$ cat src/rtl/btn_debounce_scan.sv
// N-channel push-button front end: two-flop synchroniser, scan-tick sampling,
// consecutive-sample debounce, press/release pulses and optional auto-repeat.
module btn_debounce_scan #(
  parameter int CLK_FREQ       = 100,
  parameter int SCAN_US        = 10000,
  parameter int NUM_BTN        = 2,
  parameter int ACTIVE_LOW     = 0,
  parameter int STABLE_SAMPLES = 3,
  parameter int HOLD_TICKS     = 50,
  parameter int REPEAT_TICKS   = 10
) (
  input  logic               clk,
  input  logic               rst,
  input  logic [NUM_BTN-1:0] i_btn_in,
  output logic [NUM_BTN-1:0] o_level,
  output logic [NUM_BTN-1:0] o_press,
  output logic [NUM_BTN-1:0] o_release,
  output logic [NUM_BTN-1:0] o_repeat,
  output logic               o_any_press,
  output logic               o_tick
);

  function automatic int GET_WIDTH(input int value);
    int w;
    w = 1;
    for (int b = 1; b < 31; b++) begin
      if ((value >> b) != 0) begin
        w = b + 1;
      end
    end
    return w;
  endfunction

  localparam int TICK_CYCLES = CLK_FREQ * SCAN_US;
  localparam int DIV_W       = GET_WIDTH(TICK_CYCLES - 1);
  localparam int STAB_W      = GET_WIDTH(STABLE_SAMPLES);
  localparam int HOLD_W      = GET_WIDTH((HOLD_TICKS > 0) ? HOLD_TICKS : 1);
  localparam bit REPEAT_EN   = (HOLD_TICKS > 0);

  localparam logic [DIV_W-1:0]   DIV_LAST    = DIV_W'(TICK_CYCLES - 1);
  localparam logic [STAB_W-1:0]  STAB_TARGET = STAB_W'(STABLE_SAMPLES);
  localparam logic [HOLD_W-1:0]  HOLD_TARGET = HOLD_W'(HOLD_TICKS);
  localparam logic [HOLD_W-1:0]  HOLD_RELOAD =
    HOLD_W'((HOLD_TICKS > 0) ? (HOLD_TICKS - REPEAT_TICKS) : 0);
  localparam logic [NUM_BTN-1:0] INACTIVE =
    (ACTIVE_LOW != 0) ? {NUM_BTN{1'b1}} : {NUM_BTN{1'b0}};

  logic [NUM_BTN-1:0] r_sync1;
  logic [NUM_BTN-1:0] r_sync2;
  logic [DIV_W-1:0]   r_div;
  logic [STAB_W-1:0]  r_stab [NUM_BTN];
  logic [HOLD_W-1:0]  r_hold [NUM_BTN];
  logic [NUM_BTN-1:0] r_level;
  logic [NUM_BTN-1:0] r_press;
  logic [NUM_BTN-1:0] r_release;
  logic [NUM_BTN-1:0] r_repeat;
  logic               r_any;

  logic [NUM_BTN-1:0] w_s;
  logic               w_tick;
  logic [NUM_BTN-1:0] w_flip;
  logic [STAB_W-1:0]  w_stab_nxt [NUM_BTN];
  logic [HOLD_W-1:0]  w_hold_nxt [NUM_BTN];
  logic [NUM_BTN-1:0] w_level_nxt;
  logic [NUM_BTN-1:0] w_press_nxt;
  logic [NUM_BTN-1:0] w_release_nxt;
  logic [NUM_BTN-1:0] w_repeat_nxt;

  assign w_s    = r_sync2 ^ INACTIVE;
  assign w_tick = (r_div == DIV_LAST);

  // Synchroniser flops and scan-tick divider
  always_ff @(posedge clk) begin
    if (rst) begin
      r_sync1 <= INACTIVE;
      r_sync2 <= INACTIVE;
      r_div   <= {DIV_W{1'b0}};
    end else begin
      r_sync1 <= i_btn_in;
      r_sync2 <= r_sync1;
      if (w_tick) begin
        r_div <= {DIV_W{1'b0}};
      end else begin
        r_div <= r_div + DIV_W'(1);
      end
    end
  end

  // A channel flips on the tick that completes its run of differing samples
  always_comb begin
    w_flip = {NUM_BTN{1'b0}};
    for (int i = 0; i < NUM_BTN; i++) begin
      w_flip[i] = w_tick && (w_s[i] != r_level[i]) &&
                  ((r_stab[i] + STAB_W'(1)) == STAB_TARGET);
    end
  end

  // Per-channel debounce and hold/repeat next state
  always_comb begin
    w_level_nxt   = r_level;
    w_press_nxt   = {NUM_BTN{1'b0}};
    w_release_nxt = {NUM_BTN{1'b0}};
    w_repeat_nxt  = {NUM_BTN{1'b0}};
    for (int i = 0; i < NUM_BTN; i++) begin
      w_stab_nxt[i] = r_stab[i];
      w_hold_nxt[i] = r_hold[i];
      if (w_tick) begin
        if (w_s[i] == r_level[i]) begin
          w_stab_nxt[i] = {STAB_W{1'b0}};
        end else if (w_flip[i]) begin
          w_stab_nxt[i]    = {STAB_W{1'b0}};
          w_level_nxt[i]   = w_s[i];
          w_press_nxt[i]   = w_s[i];
          w_release_nxt[i] = ~w_s[i];
        end else begin
          w_stab_nxt[i] = r_stab[i] + STAB_W'(1);
        end
        // A qualifying release pre-empts any repeat due on the same tick
        if (!REPEAT_EN || !r_level[i] || w_flip[i]) begin
          w_hold_nxt[i] = {HOLD_W{1'b0}};
        end else if ((r_hold[i] + HOLD_W'(1)) == HOLD_TARGET) begin
          w_repeat_nxt[i] = 1'b1;
          w_hold_nxt[i]   = HOLD_RELOAD;
        end else begin
          w_hold_nxt[i] = r_hold[i] + HOLD_W'(1);
        end
      end else begin
        w_stab_nxt[i] = r_stab[i];
        w_hold_nxt[i] = r_hold[i];
      end
    end
  end

  // Registered channel state and one-cycle pulse outputs
  always_ff @(posedge clk) begin
    if (rst) begin
      r_level   <= {NUM_BTN{1'b0}};
      r_press   <= {NUM_BTN{1'b0}};
      r_release <= {NUM_BTN{1'b0}};
      r_repeat  <= {NUM_BTN{1'b0}};
      r_any     <= 1'b0;
      for (int i = 0; i < NUM_BTN; i++) begin
        r_stab[i] <= {STAB_W{1'b0}};
        r_hold[i] <= {HOLD_W{1'b0}};
      end
    end else begin
      r_level   <= w_level_nxt;
      r_press   <= w_press_nxt;
      r_release <= w_release_nxt;
      r_repeat  <= w_repeat_nxt;
      r_any     <= |w_press_nxt;
      for (int i = 0; i < NUM_BTN; i++) begin
        r_stab[i] <= w_stab_nxt[i];
        r_hold[i] <= w_hold_nxt[i];
      end
    end
  end

  assign o_level     = r_level;
  assign o_press     = r_press;
  assign o_release   = r_release;
  assign o_repeat    = r_repeat;
  assign o_any_press = r_any;
  assign o_tick      = w_tick;

endmodule

$ cat config.mk
export PLATFORM = sky130hd
export DESIGN_NAME = btn_debounce_scan
export DESIGN_NICKNAME = d
export VERILOG_FILES = /design/src/rtl/btn_debounce_scan.sv
export SDC_FILE = /design/constraint.sdc
export NUM_CORES = 1
export LEC_CHECK = 0
export CAP_MARGIN = 20
export CORE_ASPECT_RATIO = 1.25
export CORE_UTILIZATION = 40
export CTS_CLUSTER_DIAMETER = 60
export CTS_CLUSTER_SIZE = 24
export DETAILED_ROUTE_END_ITERATION = 16
export HOLD_SLACK_MARGIN = 0.05
export PLACE_DENSITY = 0.63
export SKIP_CTS_REPAIR_TIMING = 1
export SYNTH_ARGS = -nofsm -noshare
export SYNTH_HDL_FRONTEND = slang
export SYNTH_SLANG_ARGS = --single-unit
$ cat constraint.sdc
create_clock -name clk -period 2.35 [get_ports clk]
set_input_delay 0.235 -clock clk [delete_from_list [all_inputs] [get_ports clk]]
set_output_delay 0.235 -clock clk [all_outputs]
set_load 0.05 [all_outputs]
==> impl_metrics.tcl, run 1 <==
set metrics [dict create \
    status "finished, final reports clean" \
    fp-row-count 30 \
    drtAntennaViolNets 0 \
    mostFrequentLayoutCells "dfxtp_1 (49), nor2_1 (29), nand2_1 (23)" \
    rrSetupSlack_ps 450 \
    syn_area_sq_mm 0.00229 \
    ir_drop_v 0.000291 \
    cap_violations 0 \
    n_antenna_cell 0 \
    min_path_type "reg2reg" \
    r2r_end "r_stab[0][0]$_SDFFE_PP0N_" \
    die_y_um 86.6 \
    cts_tree "done" \
    cp-end-kind "primary output" \
    ys.flop_type "dfxtp_1" \
    die-area_sq_mm 0.00603 \
    grt_pass1_wl_um 7760 \
    slew_violations 0 \
    htreeDepth 2 \
    synth_mux_area_share_pct 0.437 \
    finalNetCount 293 \
    worst_hold_slack_ps 444 \
    synth-warning-count 0 \
    dp_hpwl_um 3070 \
    synth-adder-area-share_pct 3.83 \
    cts-root-buf "clkbuf_8" \
    postSynth.asyncResetShare_pct 0 \
    cts_buffers 5 \
    die_x_um 69.7 \
    synth_cell_types 41 \
    power.total_uw 1500 \
    placed_area_sq_mm 0.00251 \
    globalplace.congestion 0.776 \
    ys_seq_area_share_pct 42.8 \
    syn_nets 279 \
    fill_cells 550 \
    syn_avg_cell_area_sq_um 8.54 \
    coreArea_sq_mm 0.00548 \
    leakage_uw 0.000905 \
    drtIter0Drc 101 \
    required_ps 2120 \
    use_met1_pct 18.5 \
    multiInputGateArea_sq_mm 0.00123 \
    drc 0 \
    final_area_sq_mm 0.00263 \
    via_per_inst 5.41 \
    critPathKind "reg2out" \
    slew_headroom_pct 64.8 \
    seqCellArea_sq_um 981 \
    worstPathArrival_ps 1870 \
    area_delta_synth_final_pct 15.0 \
    synth_edf_count 0 \
    drt_first_pass_iters 5 \
    min_from "r_sync1[0]$_SDFF_PP0_" \
    synth-xor-area-share_pct 8.80 \
    grt_util_met2_pct 28.6 \
    worstPathMaxFanout 10 \
    synth_compound_area_share_pct 9.73 \
    drive_above_1_share_pct 6.71 \
    path_clk_slew_ps 90 \
    grt_pass1_vias 1734 \
    antenna_found_initial 0 \
    pin_count 14 \
    port_buffers 13 \
    synth_top_family_by_area "simple AND/OR/NAND/NOR gates" \
    worstMarginPinSlew_ps 528 \
    rsz0062_at_grt "no" \
    holdPathEnd "r_sync2[0]$_SDFF_PP0_" \
    finClkSkew_ps 11.3 \
    setup_viol 0 \
    finalCritPeriodShare_pct 89.6 \
    final_common_cell "dfxtp_1" \
    reg2reg_from "r_div[0]$_SDFF_PP0_" \
    ys_ff_latch 49 \
    grt_use_total_pct 15.8 \
    fin_crit_ps 2110 \
    wl_per_cell_um 12.5 \
    tns_ps 0 \
    hold_depth 1 \
    synth_cells 268 \
    grt_start_max_net_pins 30 \
    timing.fmax_mhz 475 \
    crit_path_start_kind "flip-flop" \
    cts_max_path_buffers 2 \
    clk_latency_ps 300 \
    start_util_pct 41.8 \
    p_per_area_mw_per_mm2 570 \
    reg2reg_depth 7 \
    cts.sinks 49 \
    vias 1879 \
    hold_violations 0 \
    busiest_layer "met2" \
    met3_usage_pct 3.60 \
    yosys.area_share.simple_pct 30.8 \
    drt_wl_total_um 4340 \
    gr-total-overflow 0 \
]
[per-layer routing]
metal  vias up  share of wire [%]
met5         -                  0
met4         0                1.0
met3         4                3.0
met2        32                 51
met1       880                 45
li1        963                  -
[cell families (layout without fill, tap and decap cells)]
family | after synthesis | after routing
compound gates | 37 | 37
simple gates | 130 | 130
flops | 49 | 49
fa+ha+maj | 7 | 7
xor+xnor | 23 | 23
mux | 1 | 1
buf+inv | 21 | 36
[worst max-delay path: stages (launching register included)]
cell	delay [ps]
dfxtp_1	370
nor4b_1	320
and4b_1	270
nand3_1	110
buf_4	190
inv_1	150
buf_12	160
[worst max-delay path by stage]
stage	start	end	slack, ps	cells after the start
6_report	r_div[12]$_SDFF_PP0_	o_tick	240	6
5_1_grt	r_div[0]$_SDFF_PP0_	o_tick	50	7
2_1_floorplan	r_div[0]$_SDFF_PP0_	r_hold[0][9]$_SDFFE_PP0N_	480	8
3_5_place_dp	r_div[0]$_SDFF_PP0_	r_stab[0][3]$_SDFFE_PP0N_	330	7
4_1_cts	r_div[0]$_SDFF_PP0_	o_tick	150	7
3_3_place_gp	r_div[0]$_SDFF_PP0_	r_stab[0][0]$_SDFFE_PP0N_	440	7
[report_power, final]
part / internal (uW) / switching (uW) / leakage, uW
clock network: 347 / 273 / 0.0000585
logic: 16.3 / 19.7 / 0.000451
registers: 837 / 6.66 / 0.000396
[area by class of cell]
type,instances,area share [%]
Multi-Input combinational cell,198,46.7
Clock buffer,7,3.28
Timing Repair Buffer,18,7.22
Inverter,10,1.43
Sequential cell,49,37.2
Tap cell,64,3.04
Clock inverter,1,1.14
[flip-flops by register name (all words and copies together) (netlist names)]
signal / count
r_sync1: 2
r_div: 20
o_level: 2
r_hold: 12
o_any_press: 1
o_repeat: 2
o_press: 2
r_stab: 4
o_release: 2
r_sync2: 2
[cell usage after synthesis (all sizes together) (3+ instances only)]
cell    count  area (sq um)
nand2b      3          18.8
o21ai       6          30.0
nand2      23          86.3
and2        3          18.8
and3        7          48.8
and4        3          27.5
nor3        6          30.0
nor4b       5          43.8
or3         8          52.6
buf         3          15.0
nor2       30           113
nand4b      4          35.0
xor2       12           105
nand4       8          50.1
nor2b       6          37.5
a21oi      18          90.1
clkbuf      8          30.0
a21o        3          23.8
nand3      16          80.1
inv        10          37.5
xnor2      11          96.3
dfxtp      49           981
ha          7          87.6
[per-stage QoR]
step / cells / util, % / setup slack [ps]
global route: 347 / 48.1 / 54.3
floorplan: 268 / - / 481
finish: 347 / 48.1 / 244
CTS: 347 / 48.0 / 153
detailed placement: 339 / 45.9 / 328
global placement: 339 / 45.9 / 441
Note: power is estimated with default switching activity, not from simulation.
==> inputs of run 2 (changes only) <==
--- a/config.mk
+++ b/config.mk
@@ -8,6 +8,7 @@
 export CAP_MARGIN = 20
 export CORE_ASPECT_RATIO = 1.25
 export CORE_UTILIZATION = 40
+export CTS_BUF_LIST = sky130_fd_sc_hd__clkbuf_2
 export CTS_CLUSTER_DIAMETER = 60
 export CTS_CLUSTER_SIZE = 24
 export DETAILED_ROUTE_END_ITERATION = 16
==> impl_metrics.tcl, run 2 (same netlist as run 1, synthesis figures left out) <==
set metrics [dict create \
    busiest_layer "met2" \
    cp-endpoint "o_tick" \
    rsz0062_at_grt "no" \
    startpoint "r_div[12]$_SDFF_PP0_" \
    final_common_cell "dfxtp_1" \
    finClkSkew_ps 22.9 \
    drtIter0Drc 89 \
    drtAntennaViolNets 0 \
    mostFrequentLayoutCells "dfxtp_1 (45), nor2_1 (29), nand2_1 (23)" \
    gr-total-overflow 0 \
    die-area_sq_mm 0.00603 \
    largest_reg_flops 20 \
    reg2reg_from "r_div[12]$_SDFF_PP0_" \
    finalNetCount 294 \
    rrSetupSlack_ps 360 \
    cts_max_path_buffers 2 \
    finalCritPeriodShare_pct 92.5 \
    cp-end-kind "primary output" \
    fill_cells 549 \
    grt_pass1_wl_um 7810 \
    cts-root-buf "clkbuf_2" \
    slew_headroom_pct 64.8 \
    required_ps 2120 \
    worstMarginPinSlew_ps 527 \
    grt_start_max_net_pins 30 \
    path_clk_slew_ps 240 \
    p_per_area_mw_per_mm2 511 \
    cts_buffers 5 \
    slowest_delay_ps 410 \
    setup_viol 0 \
    timing.fmax_mhz 460 \
    grt_util_met2_pct 28.8 \
    p_int_uw 1040 \
    reg2reg_depth 6 \
    crit_slowest_cell "dfxtp_2" \
    final_area_sq_mm 0.00259 \
    start_util_pct 41.8 \
    antenna_found_initial 0 \
    pin_count 14 \
    power_frac_seq_pct 64.0 \
    coreArea_sq_mm 0.00548 \
    status "finished, final reports clean" \
    power.total_uw 1330 \
    leakage_uw 0.000892 \
    placed_area_sq_mm 0.00251 \
    met3_usage_pct 3.26 \
    power.share.clock_pct 33.3 \
    vias 1857 \
    worstPathArrival_ps 1940 \
    swShare_pct 21.7 \
    r2r_end "r_hold[0][4]$_SDFFE_PP0N_" \
    placedCellCount 339 \
    top_regs "r_div (20), r_hold (12), r_stab (4)" \
    min_path_type "in2reg" \
    hold_violations 0 \
    cap_violations 0 \
    die_x_um 69.7 \
    area_delta_synth_final_pct 13.3 \
    crit_chain "nor4b_1, and4b_1, nand3_1, buf_4, inv_2, buf_12" \
    drt_first_pass_iters 4 \
    critPathKind "reg2out" \
    ir_drop_v 0.000301 \
    drive_above_1_share_pct 8.80 \
    p_switching_uw 287 \
    drc 0 \
    wl_per_cell_um 12.5 \
    clk_latency_ps 420 \
    cts.sinks 49 \
    cts_tree "done" \
    combPwrFrac_pct 2.7 \
    largest-register "r_div" \
    worstPathMaxFanout 10 \
    via_per_inst 5.34 \
    use_met1_pct 18.7 \
    layoutNonFillerInstCount 348 \
    htreeDepth 2 \
    die_y_um 86.6 \
    grt_pass1_vias 1730 \
    fin_crit_ps 2170 \
    globalplace.congestion 0.776 \
    dp_hpwl_um 3070 \
    slew_violations 0 \
    grt_use_total_pct 15.9 \
    drt_wl_total_um 4340 \
    n_antenna_cell 0 \
    fp-row-count 30 \
    crit_path_start_kind "flip-flop" \
    port_buffers 13 \
]
## run 2: power groups by stage
stage	logic, uW	registers (uW)	clock network (uW)
2_1_floorplan	21.8	862	0
3_3_place_gp	36.5	863	0
3_5_place_dp	36.5	863	0
4_1_cts	36.8	848	461
5_1_grt	39.9	852	494
6_report	36.2	848	442
## run 2: worst min-delay path by stage
stage                     startpoint                     to  slack, ps  depth (start not counted)
2_1_floorplan            i_btn_in[0]  r_sync1[0]$_SDFF_PP0_        360                          1
3_3_place_gp   r_sync1[1]$_SDFF_PP0_  r_sync2[1]$_SDFF_PP0_        420                          1
3_5_place_dp   r_sync1[1]$_SDFF_PP0_  r_sync2[1]$_SDFF_PP0_        420                          1
4_1_cts                  i_btn_in[1]  r_sync1[1]$_SDFF_PP0_        310                          2
5_1_grt                  i_btn_in[1]  r_sync1[1]$_SDFF_PP0_        290                          2
6_report                 i_btn_in[1]  r_sync1[1]$_SDFF_PP0_        340                          2
## run 2: critical path, delay by kind of cell, from the launching register on
| family | cells | cell delay (ps) |
|---|---|---|
| buffers and inverters | 3 | 440 |
| AND/OR/NAND/NOR | 3 | 680 |
| flip-flops | 1 | 410 |
## run 2: stage by stage
stage	hold slack (ps)	setup slack [ps]	TNS (ps)	utilization, %
after floorplan	363	481	0	-
after global placement	420	441	0	45.9
after detailed placement	423	328	0	45.9
after CTS	312	-10.6	-10.6	47.1
after global routing	292	13.5	0	47.3
final	336	177	0	47.3
## run 2: area by class of cell
class	count	area, sq um	share of cell area, %
inverters	10	37.5	1.45
clock inverters	2	33.8	1.30
flip-flops and latches	49	986	38.0
well taps	64	80.1	3.09
clock buffers	6	30.0	1.16
multi-input cells	198	1230	47.4
repair buffers	19	198	7.62
## run 2: metal layers
layer	vias to the layer above	wire [um]
met5	-	0
met4	0	56
met3	5	107
met2	22	2200
met1	865	1980
li1	965	-
==> inputs of run 3 (changes only) <==
--- a/config.mk
+++ b/config.mk
@@ -12,8 +12,10 @@
 export CTS_CLUSTER_DIAMETER = 60
 export CTS_CLUSTER_SIZE = 24
 export DETAILED_ROUTE_END_ITERATION = 16
+export DONT_BUFFER_PORTS = 1
 export HOLD_SLACK_MARGIN = 0.05
-export PLACE_DENSITY = 0.63
+export PLACE_DENSITY = 0.6
+export REMOVE_ABC_BUFFERS = 1
 export SKIP_CTS_REPAIR_TIMING = 1
 export SYNTH_ARGS = -nofsm -noshare
 export SYNTH_HDL_FRONTEND = slang
==> impl_metrics.tcl, run 3 (same netlist as run 1, synthesis figures left out) <==
set metrics [dict create \
    cp-end-kind "primary output" \
    ir_drop_v 0.000328 \
    drtIter0Drc 61 \
    placedCellCount 329 \
    cts_max_path_buffers 2 \
    placed_area_sq_mm 0.00238 \
    area_delta_synth_final_pct 9.02 \
    power.total_uw 1340 \
    path_buf_inv 2 \
    drt_first_pass_iters 4 \
    gr-total-overflow 0 \
    slew_headroom_pct 29.2 \
    setup_viol 0 \
    cts_buffers 5 \
    port_buffers 0 \
    crit_slowest_cell "dfxtp_1" \
    worstPathMaxFanout 6 \
    crit_chain "nor4b_1, and4b_1, nand3_2, inv_1, buf_4" \
    busiest_layer "met2" \
    globalplace.congestion 0.840 \
    die_y_um 86.6 \
    slowest_delay_ps 420 \
    drtAntennaViolNets 0 \
    drc 0 \
    timing.fmax_mhz 467 \
    wl_per_cell_um 12.9 \
    crit_path_start_kind "flip-flop" \
    clk_latency_ps 440 \
    via_per_inst 5.39 \
    met3_usage_pct 4.07 \
    hold_violations 0 \
    fin_crit_ps 2140 \
    cts.sinks 49 \
    layoutNonFillerInstCount 340 \
    crit_family "simple AND/OR/NAND/NOR gates" \
    largest_reg_flops 20 \
    status "finished, final reports clean" \
    cts-root-buf "clkbuf_2" \
    slew_violations 0 \
    fp-row-count 30 \
    grt_start_max_net_pins 31 \
    vias 1833 \
    top_regs "r_div (20), r_hold (12), r_stab (4)" \
    n_antenna_cell 0 \
    fill_cells 537 \
    multiInputGateArea_sq_mm 0.00123 \
    drive_above_1_share_pct 8.70 \
    coreArea_sq_mm 0.00548 \
    cap_violations 0 \
    grt_pass1_wl_um 7370 \
    pin_count 14 \
    critPathKind "reg2out" \
    grt_util_met2_pct 26.9 \
    worstMarginPinSlew_ps 1060 \
    seqCellArea_sq_um 986 \
    grt_pass1_vias 1659 \
    final_area_sq_mm 0.00250 \
    finalNetCount 286 \
    dp_hpwl_um 2960 \
    mostFrequentLayoutCells "dfxtp_1 (47), nor2_1 (30), nand2_1 (23)" \
    rsz0062_at_grt "no" \
    leakage_uw 0.000861 \
    required_ps 2120 \
    final_util_pct 45.5 \
    start_util_pct 41.8 \
    p_per_area_mw_per_mm2 537 \
    worstPathArrival_ps 1910 \
    tns_ps 0 \
    final_common_cell "dfxtp_1" \
    path_clk_slew_ps 240 \
    use_met1_pct 17.1 \
    finalCritPeriodShare_pct 91.2 \
    min_path_type "in2reg" \
    cts_tree "done" \
    htreeDepth 2 \
    grt_use_total_pct 15.2 \
    die-area_sq_mm 0.00603 \
    drt_wl_total_um 4370 \
    largest-register "r_div" \
    finClkSkew_ps 27.0 \
    antenna_found_initial 0 \
    die_x_um 69.7 \
]
run 3: cell count changes in the layout (fill, tap and decap cells not counted), moves of 2 or more:
cell / previous run / this run
buf_4: 5 / 8
buf_12: 2 / 0
clkdlybuf4s50_1: 12 / 0
dfxtp_2: 4 / 1
dfxtp_1: 45 / 47
dlygate4sd3_1: 0 / 3
run 3: area by class of cell:
cell class | instances | share of cell area (%)
Sequential cell | 49 | 39.5
Clock inverter | 3 | 1.85
Timing Repair Buffer | 11 | 3.61
Multi-Input combinational cell | 198 | 49.3
Inverter | 10 | 1.50
Tap cell | 64 | 3.21
Clock buffer | 5 | 1.00
run 3: power breakdown:
part	switching, uW	internal (uW)
clock	281	181
combinational	18.5	11.9
sequential	6.45	842
run 3: worst register-to-register path, cell delays in order, from the launching register on:
cell and delay, ps:
dfxtp_1 510, ha_1 320, xnor2_1 80, and2_1 180, o31a_1 150, or4_1 510
a21oi_1 160
run 3: per-stage QoR:
| stage | hold slack (ps) | setup WS (ps) |
|---|---|---|
| after floorplan | 304 | 326 |
| after global placement | 307 | 447 |
| after detailed placement | 308 | 443 |
| after CTS | -230 | -42.8 |
| after global routing | 176 | 11.1 |
| final | 187 | 207 |
run 3: worst paths after layout:
kind / start / to / slack [ps] / depth (start not counted)
setup / recovery: r_div[12]$_SDFF_PP0_ / o_tick / 210 / 5
hold / removal: rst / r_div[0]$_SDFF_PP0_ / 190 / 3
setup reg to reg: r_hold[0][0]$_SDFFE_PP0N_ / r_hold[0][4]$_SDFFE_PP0N_ / 390 / 6
hold reg to reg: r_sync1[0]$_SDFF_PP0_ / r_sync2[0]$_SDFF_PP0_ / 430 / 1
run 3: layer usage:
metal / part of all wire, % / wire, um
met5: 0 / 0
met1: 44 / 1930
met3: 3.3 / 146
met4: 2.0 / 88
met2: 51 / 2210
